===== src/rtl/spio_pkg.sv =====
// Shared types and field-layout helpers for the serial/parallel output port.
// Offsets are derived from the counter_set and LED widths; GPIO sits above both.
package spio_pkg;

    localparam int DATA_W       = 32;
    localparam int DEF_CS_BITS  = 2;
    localparam int DEF_LED_BITS = 16;
    localparam int DEF_LED_LO   = DEF_CS_BITS;
    localparam int DEF_GPIO_LO  = DEF_CS_BITS + DEF_LED_BITS;

    typedef enum logic [2:0] {
        ST_IDLE,
        ST_LOAD,
        ST_SHIFT,
        ST_LATCH,
        ST_DONE
    } state_t;

    function automatic int led_lo(input int cs_bits);
        return cs_bits;
    endfunction

    function automatic int gpio_lo(input int cs_bits, input int led_bits);
        return cs_bits + led_bits;
    endfunction

endpackage


===== src/rtl/spio_gen_if.sv =====
// CPU-side register bus and frame handshake of the output port.
// The CPU is the master; the port block is the slave.
interface spio_gen_if;
    import spio_pkg::*;

    logic              wr_en;
    logic [3:0]        wr_be;
    logic [DATA_W-1:0] wr_data;
    logic              start;
    logic              auto_en;
    logic [DATA_W-1:0] rd_data;
    logic              busy;
    logic              done;

    modport master (
        output wr_en, wr_be, wr_data, start, auto_en,
        input  rd_data, busy, done
    );

    modport slave (
        input  wr_en, wr_be, wr_data, start, auto_en,
        output rd_data, busy, done
    );

endinterface


===== src/rtl/led_p2s_gen.sv =====
// Parallel-to-serial LED chain engine: LOAD(1) + SHIFT(2*CLK_DIV*LED_BITS) + LATCH(CLK_DIV) + DONE(1) cycles.
// No backpressure: kick is sampled only in IDLE and DONE; all outputs are registered.
module led_p2s_gen
    import spio_pkg::*;
#(
    parameter int LED_BITS  = 16,
    parameter int CLK_DIV   = 2,
    parameter int MSB_FIRST = 1
) (
    input  logic                clk,
    input  logic                rst_n,
    input  logic                kick,
    input  logic [LED_BITS-1:0] data,
    output state_t              state,
    output logic                busy,
    output logic                done,
    output logic                led_clk,
    output logic                led_sout,
    output logic                led_pen
);

    localparam int CW = $clog2(LED_BITS);
    localparam int DW = (CLK_DIV > 1) ? $clog2(CLK_DIV) : 1;

    logic [LED_BITS-1:0] sreg;
    logic [CW-1:0]       bit_cnt;
    logic [DW-1:0]       div_cnt;

    function automatic logic [LED_BITS-1:0] adv(input logic [LED_BITS-1:0] v);
        return (MSB_FIRST != 0) ? (v << 1) : (v >> 1);
    endfunction

    function automatic logic head(input logic [LED_BITS-1:0] v);
        return (MSB_FIRST != 0) ? v[LED_BITS-1] : v[0];
    endfunction

    always_ff @(posedge clk or negedge rst_n) begin
        if (!rst_n) begin
            state    <= ST_IDLE;
            sreg     <= '0;
            bit_cnt  <= '0;
            div_cnt  <= '0;
            busy     <= 1'b0;
            done     <= 1'b0;
            led_clk  <= 1'b0;
            led_sout <= 1'b0;
            led_pen  <= 1'b0;
        end else begin
            case (state)
                ST_IDLE: begin
                    if (kick) begin
                        state <= ST_LOAD;
                        busy  <= 1'b1;
                    end
                end
                ST_LOAD: begin
                    // First bit is presented here so it is stable for the whole low phase.
                    sreg     <= data;
                    led_sout <= head(data);
                    led_clk  <= 1'b0;
                    bit_cnt  <= '0;
                    div_cnt  <= '0;
                    state    <= ST_SHIFT;
                end
                ST_SHIFT: begin
                    if (div_cnt == DW'(CLK_DIV - 1)) begin
                        div_cnt <= '0;
                        if (!led_clk) begin
                            led_clk <= 1'b1;
                        end else begin
                            led_clk <= 1'b0;
                            if (bit_cnt == CW'(LED_BITS - 1)) begin
                                led_pen <= 1'b1;
                                state   <= ST_LATCH;
                            end else begin
                                bit_cnt  <= bit_cnt + 1'b1;
                                sreg     <= adv(sreg);
                                led_sout <= head(adv(sreg));
                            end
                        end
                    end else begin
                        div_cnt <= div_cnt + 1'b1;
                    end
                end
                ST_LATCH: begin
                    if (div_cnt == DW'(CLK_DIV - 1)) begin
                        div_cnt <= '0;
                        led_pen <= 1'b0;
                        done    <= 1'b1;
                        state   <= ST_DONE;
                    end else begin
                        div_cnt <= div_cnt + 1'b1;
                    end
                end
                ST_DONE: begin
                    done <= 1'b0;
                    if (kick) begin
                        state <= ST_LOAD;
                    end else begin
                        state <= ST_IDLE;
                        busy  <= 1'b0;
                    end
                end
                default: begin
                    state <= ST_IDLE;
                    busy  <= 1'b0;
                end
            endcase
        end
    end

endmodule


===== src/rtl/spio_gen.sv =====
// Memory-mapped {gpio, led, counter_set} output word with byte-lane writes and LED chain refresh.
// Refresh latency one frame; triggers arriving during a frame coalesce into a single follow-up frame.
module spio_gen
    import spio_pkg::*;
#(
    parameter int          LED_BITS  = 16,
    parameter int          CS_BITS   = 2,
    parameter int          GPIO_BITS = 14,
    parameter int          CLK_DIV   = 2,
    parameter int          MSB_FIRST = 1,
    parameter int          INVERT    = 1,
    parameter logic [31:0] RST_LED   = 32'h0000_002A
) (
    input  logic                 clk,
    input  logic                 rst_n,
    spio_gen_if.slave            bus,
    output logic [LED_BITS-1:0]  led_out,
    output logic [CS_BITS-1:0]   counter_set,
    output logic [GPIO_BITS-1:0] gpio_out,
    output logic                 led_clk,
    output logic                 led_sout,
    output logic                 led_clrn,
    output logic                 led_pen
);

    localparam int                  LED_LO    = led_lo(CS_BITS);
    localparam int                  GPIO_LO   = gpio_lo(CS_BITS, LED_BITS);
    localparam logic [LED_BITS-1:0] RST_LED_W = RST_LED[LED_BITS-1:0];
    localparam logic [DATA_W-1:0]   RST_WORD  = DATA_W'(RST_LED_W) << LED_LO;

    logic [DATA_W-1:0]   word_q;
    logic [DATA_W-1:0]   word_d;
    logic [LED_BITS-1:0] led_q;
    logic [LED_BITS-1:0] led_d;
    logic [LED_BITS-1:0] snap;
    logic                trigger;
    logic                pending;
    state_t              p2s_state;

    always_comb begin
        word_d = word_q;
        for (int i = 0; i < 4; i++) begin
            if (bus.wr_en && bus.wr_be[i]) begin
                word_d[8*i +: 8] = bus.wr_data[8*i +: 8];
            end
        end
    end

    assign led_q   = word_q[LED_LO +: LED_BITS];
    assign led_d   = word_d[LED_LO +: LED_BITS];
    assign trigger = bus.start | (bus.auto_en & bus.wr_en & (led_d != led_q));
    // The engine captures at the end of LOAD, so a write landing on that edge is included.
    assign snap    = (INVERT != 0) ? ~led_d : led_d;

    always_ff @(posedge clk or negedge rst_n) begin
        if (!rst_n) begin
            word_q   <= RST_WORD;
            pending  <= 1'b0;
            led_clrn <= 1'b0;
        end else begin
            word_q   <= word_d;
            led_clrn <= 1'b1;
            if (p2s_state == ST_DONE) begin
                pending <= 1'b0;
            end else if (p2s_state != ST_IDLE && trigger) begin
                pending <= 1'b1;
            end
        end
    end

    assign bus.rd_data = word_q;
    assign led_out     = led_q;
    assign counter_set = word_q[CS_BITS-1:0];
    assign gpio_out    = word_q[GPIO_LO +: GPIO_BITS];

    led_p2s_gen #(
        .LED_BITS  (LED_BITS),
        .CLK_DIV   (CLK_DIV),
        .MSB_FIRST (MSB_FIRST)
    ) u_p2s (
        .clk      (clk),
        .rst_n    (rst_n),
        .kick     (trigger | pending),
        .data     (snap),
        .state    (p2s_state),
        .busy     (bus.busy),
        .done     (bus.done),
        .led_clk  (led_clk),
        .led_sout (led_sout),
        .led_pen  (led_pen)
    );

endmodule


===== src/flat_wrapper.sv =====
// flat-port wrapper written by rule: the top's interface ports become plain ports
module spio_gen_flat import spio_pkg::*;
#(
    parameter int          LED_BITS  = 16,
    parameter int          CS_BITS   = 2,
    parameter int          GPIO_BITS = 14,
    parameter int          CLK_DIV   = 2,
    parameter int          MSB_FIRST = 1,
    parameter int          INVERT    = 1,
    parameter logic [31:0] RST_LED   = 32'h0000_002A
)
  (clk, rst_n, led_out, counter_set, gpio_out, led_clk, led_sout, led_clrn, led_pen, bus_wr_en, bus_wr_be, bus_wr_data, bus_start, bus_auto_en, bus_rd_data, bus_busy, bus_done);
  spio_gen_if bus_i ();
  input  logic clk;
  input  logic rst_n;
  output logic [LED_BITS-1:0] led_out;
  output logic [CS_BITS-1:0] counter_set;
  output logic [GPIO_BITS-1:0] gpio_out;
  output logic led_clk;
  output logic led_sout;
  output logic led_clrn;
  output logic led_pen;
  input wire logic [$bits(bus_i.wr_en)-1:0] bus_wr_en;
  input wire logic [$bits(bus_i.wr_be)-1:0] bus_wr_be;
  input wire logic [$bits(bus_i.wr_data)-1:0] bus_wr_data;
  input wire logic [$bits(bus_i.start)-1:0] bus_start;
  input wire logic [$bits(bus_i.auto_en)-1:0] bus_auto_en;
  output wire logic [$bits(bus_i.rd_data)-1:0] bus_rd_data;
  output wire logic [$bits(bus_i.busy)-1:0] bus_busy;
  output wire logic [$bits(bus_i.done)-1:0] bus_done;
  assign bus_i.wr_en = bus_wr_en;
  assign bus_i.wr_be = bus_wr_be;
  assign bus_i.wr_data = bus_wr_data;
  assign bus_i.start = bus_start;
  assign bus_i.auto_en = bus_auto_en;
  assign bus_rd_data = bus_i.rd_data;
  assign bus_busy = bus_i.busy;
  assign bus_done = bus_i.done;
  spio_gen #(.LED_BITS(LED_BITS), .CS_BITS(CS_BITS), .GPIO_BITS(GPIO_BITS), .CLK_DIV(CLK_DIV), .MSB_FIRST(MSB_FIRST), .INVERT(INVERT), .RST_LED(RST_LED)) u_core (.clk(clk), .rst_n(rst_n), .bus(bus_i), .led_out(led_out), .counter_set(counter_set), .gpio_out(gpio_out), .led_clk(led_clk), .led_sout(led_sout), .led_clrn(led_clrn), .led_pen(led_pen));
endmodule

===== config.mk =====
export PLATFORM = sky130hd
export DESIGN_NAME = spio_gen_flat
export DESIGN_NICKNAME = d
export VERILOG_FILES = /design/src/rtl/spio_pkg.sv /design/src/rtl/spio_gen_if.sv /design/src/rtl/led_p2s_gen.sv /design/src/rtl/spio_gen.sv /design/src/flat_wrapper.sv
export SDC_FILE = /design/constraint.sdc
export NUM_CORES = 1
export LEC_CHECK = 0
export ABC_CLOCK_PERIOD_IN_PS = 1800
export BUFFER_PORTS_ARGS = -buffer_cell sky130_fd_sc_hd__clkbuf_2
export CAP_MARGIN = 20
export CORE_MARGIN = 2
export CORE_UTILIZATION = 45
export CTS_BUF_LIST = sky130_fd_sc_hd__clkbuf_8 sky130_fd_sc_hd__clkbuf_16
export DETAILED_ROUTE_END_ITERATION = 8
export GPL_ROUTABILITY_DRIVEN = 0
export PLACE_DENSITY = 0.86
export SKIP_CTS_REPAIR_TIMING = 1
export SLEW_MARGIN = 20
export SYNTH_ARGS = -nofsm -noshare
export SYNTH_HDL_FRONTEND = slang
export SYNTH_SLANG_ARGS = --single-unit

===== constraint.sdc =====
create_clock -name clk -period 1.8 [get_ports clk]
set_input_delay 0.36 -clock clk [delete_from_list [all_inputs] [get_ports clk]]
set_output_delay 0.36 -clock clk [all_outputs]
set_load 0.05 [all_outputs]

==> metrics.md, run 1 <==
| Metric | Value |
|---|---|
| Tot Pwr | `6.34 mW` |
| Die area | `7460 sq um` |
| First-pass GRT wire length | `10.3 mm` |
| Syn_area_per_cell | `11.1 sq um` |
| Sequential element share of the synthesized area | `0.510` |
| Routed vias/inst | `4.97` |
| Final setup viols | `0` |
| Yosys warns | `0` |
| Async set-reset flop share out of synthesis | `1.00` |
| Clock Skew | `0.00768 ns` |
| Commonest non-fill, non-tap cells in the layout | `110 x clkbuf_2, 55 x dfrtp_1, 33 x mux2_2, 29 x nand2_1` |
| Crit path largest cell delay | `0.43 ns` |
| Ant diodes | `0` |
| Min cycle time layout | `1.74 ns` |
| CP Cell Sequence | `xor2_1, nor4_2, a41o_1, a31oi_1, maj3_1` |
| Gr ovfl total | `0` |
| Layout Utilization | `0.567` |
| Via count | `2272` |
| I/O Buffers | `110` |
| Hold slack final | `-0.00186 ns` |
| Overall routing resource usage | `0.181` |
| Max_cap viols | `0` |
| Sinks on Clock Net | `62` |
| Number of global-route vias before repair | `2205` |
| Final Hold Vio Count | `2` |
| Multi-input gate area | `1200 sq um` |
| Critical path startpoint category | `register` |
| Post-synth EDFFs | `0` |
| Total CTS buffers | `9` |
| Post-DP HPWL | `4.79 mm` |
| Clk_lat worst skew | `0.33 ns` |
| Final ANT Viol Nets | `0` |
| Initial antenna violation count | `0` |
| Wire length per cell | `14.1 um` |
| Tcrit/Tclk final | `0.967` |
| Tightest Pin Transition | `0.552 ns` |
| Relative slew slack | `0.632` |
| Htree depth | `3` |
| CP endpoint kind | `register` |
| Iteration-0 DRC count of the detailed router | `82` |
| Final Worst Setup Slack | `0.0592 ns` |
| Cell taking the most area after synthesis | `dfrtp_1` |
| TritonCTS clock tree | `built` |
| Post-Syn Area | `3050 sq um` |
| Area contributors post-synth | `dfrtp_1 48%, mux2_2 12%, buf_4 8.1%` |
| Pleak | `1.85 nW` |
| Clock transition at path regs | `0.07 ns` |
| Netlist cell types | `39` |
| FF+latch count, synth | `62` |
| DP Worst Slack | `-0.0850 ns` |
| Die span in x | `86.4 um` |
| VDD IR-drop max | `842 uV` |
| Final Max Tran Viols | `0` |
| DRT Pass-1 Iters | `4` |
| Worst EP required | `2.02 ns` |
| Initial Util | `0.457` |
| Filler Cell Count | `583` |
| Chip Height | `86.4 um` |
| Hold WC Path Type | `in2async` |
| Worst r2r path cells | `5` |
| FMAX | `574 MHz` |
| Core Region | `6680 sq um` |
| Status | `finished with violations` |
| Post-route DRC | `0` |
| Most common cell after layout, fill and taps aside | `clkbuf_2` |
| Crit-path slowest cell | `dfrtp_2` |
| Root buffer cell | `clkbuf_8` |
| Area Overhead vs Synth | `24.2%` |
| Largest net degree at the start of global routing | `32` |
| Setup CP Type | `reg2reg` |
| Setup TNS | `0 ns` |
| PwrDens | `1670 nW/um^2` |
| Nets@finish | `414` |
| Critical Path AT | `1.96 ns` |
| CTS Buffer Depth | `2` |
| Failing checks | `hold timing` |
| # rows | `30` |
| IO Count | `111` |
| Fraction of layout cells with a size suffix above 1 | `0.496` |
| Mapped Cells | `276` |
| Final wirelength | `6.43 mm` |
| Mapped Nets | `318` |
| Main synth FF type | `dfrtp_1` |
| Worst-path fanout max | `4` |
| Area share of the largest cell type after synthesis | `0.484` |
| Sequential Area | `1560 sq um` |
==> power breakdown <==
| part | internal [mW] | switching [mW] | total [mW] |
|---|---|---|---|
| Sequential | 1.81 | 0.293 | 2.10 |
| Combinational | 0.979 | 1.93 | 2.91 |
| Clock | 0.803 | 0.525 | 1.33 |
| Total | 3.59 | 2.75 | 6.34 |
==> cell families (layout without fill, tap and decap cells) <==
family,after synthesis,after routing,share of synthesized area
compound gates,46,46,0.0857
simple gates,62,62,0.0951
mux,40,40,0.148
xor+xnor,18,18,0.0517
flops,62,62,0.510
other cells,1,1,0.00123
fa+ha+maj,2,2,0.00738
buf+inv,45,146,0.102
==> sequential cells by signal (all words and copies together) (netlist names) <==
signal / flops
u_core.pending: 1
u_core.u_p2s.state: 3
u_core.u_p2s.div_cnt: 1
u_core.u_p2s.led_pen: 1
u_core.u_p2s.sreg: 15
u_core.u_p2s.led_sout: 1
u_core.u_p2s.done: 1
u_core.u_p2s.bit_cnt: 4
u_core.u_p2s.busy: 1
u_core.u_p2s.led_clk: 1
u_core.led_clrn: 1
u_core.bus.rd_data: 32
==> cell usage after synthesis (all sizes together), types with 2 or more instances <==
cell,count
dfrtp,59
xor2,6
or3,2
mux2,40
dfstp,3
a21boi,2
nand2,29
xnor2,12
and3,3
nor2,15
nor3,4
nand3,2
o21ai,23
nor3b,3
buf,37
clkbuf,5
a21oi,14
inv,3
==> metal layers <==
metal | global-route usage | routed length, um | vias to the layer above | share of wire
met2 | 0.291 | 3140 | 92 | 0.49
met4 | 0.0895 | 112 | 0 | 0.017
met5 | 0 | 0 | - | 0
met3 | 0.0476 | 389 | 10 | 0.061
li1 | - | - | 1099 | -
met1 | 0.226 | 2780 | 1071 | 0.43
==> through the flow <==
stage          area (sq um)  cells
6_report               3790    457
5_1_grt                3790    457
4_1_cts                3770    455
3_5_place_dp           3550    439
3_3_place_gp           3550    439
2_1_floorplan          3060    276
==> final timing paths <==
kind                                       start                      to  slack [ns]
setup / recovery           u_core.bus.rd_data[9]       u_core.u_p2s.busy        0.06
max in group asynchronous                  rst_n   u_core.bus.rd_data[7]        1.21
min in group clk                 bus_wr_data[24]  u_core.bus.rd_data[24]        0.25
setup reg to reg           u_core.bus.rd_data[9]       u_core.u_p2s.busy        0.06
hold reg to reg             u_core.u_p2s.sreg[0]    u_core.u_p2s.sreg[0]        0.49
hold / removal                             rst_n  u_core.bus.rd_data[13]      -0.002
==> critical path, delay by kind of cell, from the launching register on <==
kind            cells  cell delay, ns
compound gates      2            0.38
xor+xnor            1            0.18
fa+ha+maj           1            0.35
flops               1            0.43
simple gates        1            0.28
==> area by class of cell <==
type                       instances  area share
clock inverter                     6      0.0205
timing repair buffer             127       0.186
inverter                           3     0.00297
multi-input combinational        169       0.317
sequential                        62       0.412
tap                               80      0.0264
clock buffer                      10      0.0363
No activity file was read; power rests on OpenSTA's default activity.
==> inputs of run 2 (changes only) <==
CORE_ASPECT_RATIO = 1.2   (was default)
CTS_CLUSTER_DIAMETER = 200   (was default)
==> metrics.md, run 2 (same netlist as run 1, synthesis figures left out) <==
| Metric | Value |
|---|---|
| Most common cell after layout, fill and taps aside | `clkbuf_2` |
| RSZ-0062 raised after global routing | `false` |
| Placed instance area | `3540 sq um (-0.39%)` |
| Wire length per cell | `13.4 um (-4.8%)` |
| Via count | `2271 (-0.044%)` |
| Post-route DRC | `0 (unchanged)` |
| Fraction of layout cells with a size suffix above 1 | `0.491 (-0.00535)` |
| Clk_lat worst skew | `0.33 ns (about the same)` |
| Chip Height | `94.2 um (+9.1%)` |
| Critical path startpoint category | `register` |
| Overall routing resource usage | `0.176 (-0.00465)` |
| Clock network power share | `0.172 (-0.037)` |
| Pleak | `1.82 nW (-1.5%)` |
| # rows | `32 (+6.7%)` |
| Routed vias/inst | `4.94 (-0.70%)` |
| Worst-path fanout max | `19 (+15)` |
| Clock Skew | `0.00723 ns (-0.000450 ns)` |
| Initial antenna violation count | `0 (unchanged)` |
| Post-DP HPWL | `4.59 mm (-4.1%)` |
| Sinks on Clock Net | `62 (unchanged)` |
| Critical Path AT | `1.89 ns (-0.07 ns)` |
| Combinational share of power | `0.487 (+0.028)` |
| Final ANT Viol Nets | `0 (unchanged)` |
| Max_cap viols | `0 (unchanged)` |
| Min cycle time layout | `1.68 ns (-0.0560 ns)` |
| Largest register FFs | `32 (unchanged)` |
| FMAX | `594 MHz (+3.3%)` |
| CP endpoint kind | `register` |
| Gr ovfl total | `0 (unchanged)` |
| Sequential share of power | `0.342 (+0.010)` |
| Final setup viols | `0 (unchanged)` |
| Crit path largest cell delay | `0.40 ns (-0.03 ns)` |
| Total CTS buffers | `9 (unchanged)` |
| DRT Pass-1 Iters | `4 (unchanged)` |
| VDD IR-drop max | `812 uV (-3.5%)` |
| Ant diodes | `0 (unchanged)` |
| Final Hold Vio Count | `0 (-2)` |
| TritonCTS clock tree | `built` |
| Area Overhead vs Synth | `22.1%` |
| P_sw | `2.72 mW (-0.99%)` |
| Largest net degree at the start of global routing | `63 (+97%)` |
| Root buffer cell | `clkbuf_8` |
| CTS Buffer Depth | `2 (unchanged)` |
| Htree depth | `3 (unchanged)` |
| CP Cell Sequence | `ha_1, nand3_1, a21oi_2, or2_4, buf_6, mux2_1` |
| Initial Util | `0.470 (+0.0137)` |
| Clock transition at path regs | `0.07 ns (about the same)` |
| Die area | `7460 sq um (about the same)` |
| Die span in x | `79.2 um (-8.3%)` |
| Setup TNS | `0 ns (unchanged)` |
| I/O Buffers | `110 (unchanged)` |
| Final Max Tran Viols | `0 (unchanged)` |
| Worst EP required | `2.01 ns (about the same)` |
| Iteration-0 DRC count of the detailed router | `105 (+28%)` |
| Status | `finished clean` |
| Hold WC Path Type | `in2async` |
| PwrDens | `1640 nW/um^2 (-2.1%)` |
| Core Region | `6490 sq um (-2.9%)` |
| First-pass GRT wire length | `10.0 mm (-2.4%)` |
| Int Pwr | `3.38 mW (-5.9%)` |
| Tcrit/Tclk final | `0.936 (-0.0311)` |
| IO Count | `111 (unchanged)` |
| Commonest non-fill, non-tap cells in the layout | `110 x clkbuf_2, 55 x dfrtp_1, 33 x mux2_2, 29 x nand2_1, 15 x nor2_1` |
| Final Cell Area | `3720 sq um (-1.7%)` |
| Crit-path slowest cell | `dfrtp_1` |
| Nets@finish | `412 (-0.48%)` |
| Final wirelength | `6.16 mm (-4.2%)` |
| Setup CP Type | `reg2reg` |
| Switching Share | `0.446 (+0.0125)` |
| Number of global-route vias before repair | `2286 (+3.7%)` |
run 2: metrics by stage:
| stage | cells | utilization | setup WS (ns) | power (mW) | hold slack (ns) |
|---|---|---|---|---|---|
| 2_1_floorplan | 276 | - | 0.0319 | 4.47 | 0.0644 |
| 3_3_place_gp | 443 | 0.545 | 0.0805 | 4.93 | 0.392 |
| 3_5_place_dp | 443 | 0.545 | 0.0508 | 5.03 | 0.402 |
| 4_1_cts | 459 | 0.572 | 0.0375 | 6.11 | 0.0398 |
| 5_1_grt | 460 | 0.574 | 0.0156 | 6.52 | 0.0544 |
| 6_report | 460 | 0.574 | 0.115 | 6.11 | 0.0353 |
run 2: area by class of cell:
class / instances / area (sq um)
fill: 601 / 2760
multi-input combinational: 169 / 1190
clock buffer: 11 / 151
inverter: 3 / 11.3
sequential: 62 / 1560
timing repair buffer: 125 / 679
tap: 85 / 106
clock inverter: 5 / 21.3
run 2: worst max-delay path: cells and delay by family, from the launching register on:
| family | cells | cell delay [ns] |
|---|---|---|
| simple gates | 2 | 0.40 |
| fa+ha+maj | 1 | 0.20 |
| mux | 1 | 0.32 |
| compound gates | 1 | 0.09 |
| flops | 1 | 0.40 |
| buf+inv | 1 | 0.16 |
run 2: worst paths after layout:
| check | startpoint | to | slack [ns] | depth (start not counted) |
|---|---|---|---|---|
| worst max-delay path | u_core.u_p2s.bit_cnt[1] | u_core.u_p2s.led_sout | 0.12 | 6 |
| worst min-delay path | rst_n | u_core.bus.rd_data[18] | 0.04 | 2 |
| worst max register to register | u_core.u_p2s.bit_cnt[1] | u_core.u_p2s.led_sout | 0.12 | 6 |
| worst min register to register | u_core.u_p2s.sreg[8] | u_core.u_p2s.sreg[8] | 0.49 | 2 |
| max in group asynchronous | rst_n | u_core.bus.rd_data[7] | 1.45 | 2 |
| min in group clk | bus_wr_data[18] | u_core.bus.rd_data[18] | 0.26 | 2 |
run 2: power groups by stage:
stage               clock network [mW]  registers [mW]  logic, mW
floorplan                            0            2.57       1.90
global placement                     0            2.08       2.85
detailed placement                   0            2.11       2.92
CTS                               1.08            2.09       2.94
global route                      1.15            2.13       3.24
finish                            1.05            2.09       2.97
run 2: metal layers:
metal	up-vias	part of all wire	wire, um	global-route usage
li1	1100	-	-	-
met5	-	0	0	0
met1	1087	0.41	2540	0.197
met2	75	0.51	3140	0.313
met3	9	0.065	398	0.0538
met4	0	0.014	85	0.0661
